$ cat src/rtl/shake_input_padder.sv
`default_nettype none
// ============================================================================
// Module   : shake_input_padder
// Brief    : Packs stream words into a rate block and applies SHAKE pad10*1.
// Revision : 1.0
// ============================================================================
module shake_input_padder #(
  parameter int         W          = 64,
  parameter int         RATE_LANES = 21,
  parameter logic [7:0] DOMAIN     = 8'h1F
) (
  input  logic                     clk,
  input  logic                     rst,
  input  logic [W-1:0]             data_in,
  input  logic                     valid_in,
  input  logic                     last_in,
  input  logic [3:0]               last_nbytes,
  output logic                     ready_o,
  output logic [RATE_LANES*W-1:0]  block_o,
  output logic                     input_buffer_ready,
  output logic                     last_block_in_input_buffer,
  input  logic                     input_buffer_ready_clr,
  input  logic                     last_block_in_buffer_clr
);

  localparam int c_lane_bytes = W / 8;
  localparam int c_nbytes     = RATE_LANES * c_lane_bytes;
  localparam int c_cw         = (RATE_LANES > 1) ? $clog2(RATE_LANES) : 1;
  localparam int c_pw         = $clog2(c_nbytes + 1);

  typedef enum logic [1:0] {
    S_FILL          = 2'd0,
    S_FULL          = 2'd1,
    S_PAD_ONLY      = 2'd2,
    S_WAIT_LAST_CLR = 2'd3
  } state_t;

  state_t                  r_state;
  state_t                  w_state_next;
  logic [c_cw-1:0]         r_cnt;
  logic                    r_ibr;
  logic                    r_last;
  logic                    r_pad_pending;
  logic [c_nbytes*8-1:0]   r_block;
  logic [c_nbytes*8-1:0]   w_block_next;
  logic                    w_ready;
  logic                    w_accept;
  logic                    w_lane_end;
  logic                    w_block_done;
  logic                    w_consume;
  logic                    w_pad_now;
  logic                    w_exact_fill;
  logic [3:0]              w_k;
  logic [c_pw-1:0]         w_p;

  assign w_accept     = valid_in && w_ready;
  assign w_lane_end   = (r_cnt == c_cw'(RATE_LANES - 1));
  assign w_block_done = w_accept && (last_in || w_lane_end);
  assign w_consume    = (r_state == S_FULL) && input_buffer_ready_clr && r_ibr;
  assign w_k          = (last_nbytes > 4'd8) ? 4'd8 : last_nbytes;
  // Absolute byte offset of the first pad byte within the block.
  assign w_p          = (c_pw'(r_cnt) << 3) + c_pw'(w_k);
  assign w_pad_now    = w_accept && last_in && (w_p <  c_pw'(c_nbytes));
  assign w_exact_fill = w_accept && last_in && (w_p == c_pw'(c_nbytes));

  always_ff @(posedge clk or posedge rst) begin
    if (rst) begin
      r_state <= S_FILL;
    end else begin
      r_state <= w_state_next;
    end
  end

  always_comb begin
    w_state_next = r_state;
    w_ready      = 1'b0;
    case (r_state)
      S_FILL: begin
        w_ready = 1'b1;
        if (w_block_done) begin
          w_state_next = S_FULL;
        end
      end
      S_FULL: begin
        if (w_consume) begin
          if (r_pad_pending) begin
            w_state_next = S_PAD_ONLY;
          end else if (r_last && !last_block_in_buffer_clr) begin
            w_state_next = S_WAIT_LAST_CLR;
          end else begin
            w_state_next = S_FILL;
          end
        end
      end
      S_PAD_ONLY: begin
        w_state_next = S_FULL;
      end
      S_WAIT_LAST_CLR: begin
        if (last_block_in_buffer_clr) begin
          w_state_next = S_FILL;
        end
      end
      default: begin
        w_state_next = S_FILL;
      end
    endcase
  end

  always_ff @(posedge clk or posedge rst) begin
    if (rst) begin
      r_cnt         <= '0;
      r_ibr         <= 1'b0;
      r_last        <= 1'b0;
      r_pad_pending <= 1'b0;
    end else begin
      if (w_consume) begin
        r_cnt <= '0;
      end else if (w_accept && !w_block_done) begin
        r_cnt <= r_cnt + c_cw'(1);
      end

      if (w_block_done || (r_state == S_PAD_ONLY)) begin
        r_ibr <= 1'b1;
      end else if (w_consume) begin
        r_ibr <= 1'b0;
      end

      if (w_pad_now || (r_state == S_PAD_ONLY)) begin
        r_last <= 1'b1;
      end else if (last_block_in_buffer_clr) begin
        r_last <= 1'b0;
      end

      if (w_exact_fill) begin
        r_pad_pending <= 1'b1;
      end else if (r_state == S_PAD_ONLY) begin
        r_pad_pending <= 1'b0;
      end
    end
  end

  // Lanes above the write pointer are already zero, so padding is a per-byte
  // overlay applied on the accepting edge.
  for (genvar b = 0; b < c_nbytes; b++) begin : g_byte
    localparam int c_lane = b / c_lane_bytes;
    localparam int c_pos  = b % c_lane_bytes;
    logic [7:0] w_nb;

    always_comb begin
      w_nb = r_block[8*b +: 8];
      if (w_consume) begin
        w_nb = 8'h00;
      end else if (r_state == S_PAD_ONLY) begin
        w_nb = (b == 0) ? DOMAIN : 8'h00;
        if (b == c_nbytes - 1) begin
          w_nb = w_nb | 8'h80;
        end
      end else if (w_accept) begin
        if (r_cnt == c_cw'(c_lane)) begin
          w_nb = (last_in && (4'(c_pos) >= w_k)) ? 8'h00 : data_in[8*c_pos +: 8];
        end
        if (w_pad_now && (w_p == c_pw'(b))) begin
          w_nb = w_nb ^ DOMAIN;
        end
        if (w_pad_now && (b == c_nbytes - 1)) begin
          w_nb = w_nb | 8'h80;
        end
      end
    end

    assign w_block_next[8*b +: 8] = w_nb;
  end

  always_ff @(posedge clk or posedge rst) begin
    if (rst) begin
      r_block <= '0;
    end else begin
      r_block <= w_block_next;
    end
  end

  assign ready_o                    = w_ready;
  assign block_o                    = r_block;
  assign input_buffer_ready         = r_ibr;
  assign last_block_in_input_buffer = r_last;

endmodule
`default_nettype wire
$ cat config.mk
export PLATFORM = sky130hd
export DESIGN_NAME = shake_input_padder
export DESIGN_NICKNAME = d
export VERILOG_FILES = /design/src/rtl/shake_input_padder.sv
export SDC_FILE = /design/constraint.sdc
export NUM_CORES = 2
export LEC_CHECK = 0
export ABC_AREA = 1
export CAP_MARGIN = 20
export CELL_PAD_IN_SITES_DETAIL_PLACEMENT = 1
export CELL_PAD_IN_SITES_GLOBAL_PLACEMENT = 2
export CORE_AREA = 2 2 557 559
export DETAILED_ROUTE_END_ITERATION = 16
export DIE_AREA = 0 0 559 561
export MAX_ROUTING_LAYER = met4
export PLACE_DENSITY = 0.67
export REMOVE_ABC_BUFFERS = 1
export SYNTH_ARGS = -nofsm -noshare
export SYNTH_HDL_FRONTEND = slang
export SYNTH_SLANG_ARGS = --single-unit
$ cat constraint.sdc
create_clock -name clk -period 49 [get_ports clk]
set_input_delay 4.9 -clock clk [delete_from_list [all_inputs] [get_ports clk]]
set_output_delay 4.9 -clock clk [all_outputs]
set_load 0.02 [all_outputs]
==> qor.yml <==
worst_setup_path:
  cp_max_fo: 136
  crit_type: "in -> reg"
  r2r-end: "block_o[585]"
  critPathLaunchType: "input port"
  endpoint_kind: "register"
  crit_arrival_ns: 10.72
  r2r_slack_ns: 43.10
  cp.required_ns: 49.80
  r2r_cells: 11
  rr_startpoint: "r_state[1]"
cells_and_area:
  final_cells: 16000
  final_area_mm2: 0.0984
  final_net_count: 11800
  drive_above_1_share_pct: 4.97
  final_cell_mix: "nand2_1, clkdlybuf4s50_1, dfrtp_1"
  mostFrequentLayoutCell: "nand2_1"
  area_growth_pct: 32.2
detailed_routing:
  ant_nets: 0
  avgViaCountPerCell: 5.04
  drt-initial-drc-count: 5746
  avgRoutedWirePerCell_um: 27.5
  routed_wl_um: 439000
  dr.pass1.iters: 6
  dr_total_vias: 80500
  drc_errors: 0
timing:
  finalHoldViolCount: 0
  fin_crit_sh_pct: 20.2
  grt_setup_unrepaired: "no"
  final_max_slew_viol_count: 0
  fmax_mhz: 101
  tns_ns: 0
  maxSlewHeadroom_pct: 18.7
  worstMarginPinSlew_ns: 1.22
  final-setup-viol-count: 0
  fin_crit_ns: 9.92
  fin_skew_ns: 0.0799
floorplanning:
  die_x_um: 559
  dieArea_mm2: 0.314
  coreArea_mm2: 0.308
  rows: 204
  initial_core_util_pct: 24.2
  die-height_um: 561
  ios: 1421
cts:
  cts_sinks: 1354
  clock_path_buffers: 4
  clk_latency_ns: 0.89
  cts-root-buf: "clkbuf_16"
  cts_hold_buf: 0
  cts_setup_buffers: 0
  numCtsBuffers: 183
  clk_pin_slew_ns: 0.06
  cts_htree_levels: 4
  cts_tree: "built"
  ctsResizeCount: 0
synthesis:
  synth-seq-cells: 1354
  yosys.area.top_type_share_pct: 45.5
  synth_edf_count: 0
  yosysUniqueCellTypes: 29
  synth_area_leaders: "dfrtp_1, nand2_1, o21ai_0"
  mappedNetlistArea_mm2: 0.0745
  synth_area_leader_cell: "dfrtp_1"
  synth-main-ff-cell: "dfrtp_1"
  syn_avg_cell_area_um2: 6.93
  synth_cells: 10700
  async_flop_share_pct: 100
  synth-seq-area-share_pct: 45.5
  ys_warn_count: 0
power_and_ir_drop:
  vdd_drop_max_uv: 25.5
  power_w: 0.00262
  p_leak_nw: 45.6
  p_per_area_mw_per_mm2: 26.6
global_route:
  antenna_found_initial: 30
  grt_usage_pct: 27.9
  grt_pass1_wl_um: 623000
  grt-ovfl-total: 0
  grt_pass1_vias: 81700
  grt_max_degree: 184
placement:
  place.gp.congestion: 0.849
  place_area_mm2: 0.0923
  dp_hpwl_um: 304000
  dp_cells: 15600
  portBuffers: 1420
min_path:
  whs_endpoint: "block_o[1319]"
  hold_path.class: "reg -> reg"
  hold_start: "block_o[1319]"
  whs_path_depth: 2
run_status:
  status: "complete, no violations"
run:
  cap_violations: 0
## area by class of cell
type / instances / area [um^2]
fill: 37200 / 209000
clock buffer: 261 / 5330
timing repair buffer: 1609 / 15800
tap: 4120 / 5150
inverter: 929 / 3510
multi-input combinational: 7612 / 34000
sequential: 1354 / 33900
antenna: 27 / 67.6
clock inverter: 62 / 683
## cell families (layout without fill, tap and decap cells)
logic type      after synthesis  count (layout)  share of synthesized area [%]
simple gates               5973            5973                           33.6
buf+inv                    1776            2861                           9.23
compound gates             1632            1632                           11.5
flops                      1354            1354                           45.5
fa+ha+maj                     7               7                          0.118
other cells                   0              27                              0
## metrics by stage
stage                     utilization (%)  hold slack [ns]  setup slack, ns
final                                32.0            0.485            39.08
after floorplan                         -            0.532             5.93
after detailed placement             30.0            0.474            38.31
after global routing                 32.0            0.506            38.86
after global placement               30.0            0.469            38.40
after CTS                            32.0            0.488            39.27
## synthesized netlist by cell type, drive strengths merged (7+ instances only)
cell / count
o21a: 118
clkbuf: 591
nand3: 1022
a21oi: 343
inv: 926
a21boi: 40
nor2: 274
buf: 256
nand4: 496
ha: 7
nand2: 4177
dfrtp: 1354
o21ai: 1128
## worst max-delay path: stages
cell	delay [ns]
clkdlybuf4s50_1	0.50
nand2_8	0.47
buf_4	0.52
inv_8	0.35
nor2_4	0.21
buf_4	0.71
buf_12	0.39
buf_4	0.75
buf_4	0.81
nand2_1	0.13
nand2_1	0.11
## where the power goes
group	internal (W)	switching, W	total [W]	leakage [nW]
logic	0.0000143	0.0000894	0.000104	23.7
registers	0.00112	0	0.00112	18.9
clock network	0.000808	0.000585	0.00139	2.96
total	0.00194	0.000675	0.00262	45.6
## layer usage
| metal | vias to the layer above | global-route usage [%] | share of wire, % |
|---|---|---|---|
| met3 | 627 | 4.51 | 5.1 |
| met4 | 0 | 14.4 | 5.9 |
| li1 | 36500 | - | - |
| met2 | 2348 | 45.0 | 47 |
| met1 | 41000 | 33.5 | 42 |
| met5 | - | - | 0 |
## worst max-delay path by stage
| stage | startpoint | to |
|---|---|---|
| floorplan | rst | block_o[0] |
| detailed placement | valid_in | block_o[136] |
| finish | valid_in | block_o[585] |
| global placement | valid_in | block_o[657] |
| CTS | valid_in | block_o[136] |
| global route | valid_in | block_o[851] |
## sequential cells by signal, summed over array words and instances (netlist names)
signal                      cells
r_pad_pending                   1
last_block_in_input_buffer      1
block_o                      1344
r_state                         2
r_cnt                           5
input_buffer_ready              1
Note: power is estimated with default switching activity, not from simulation.
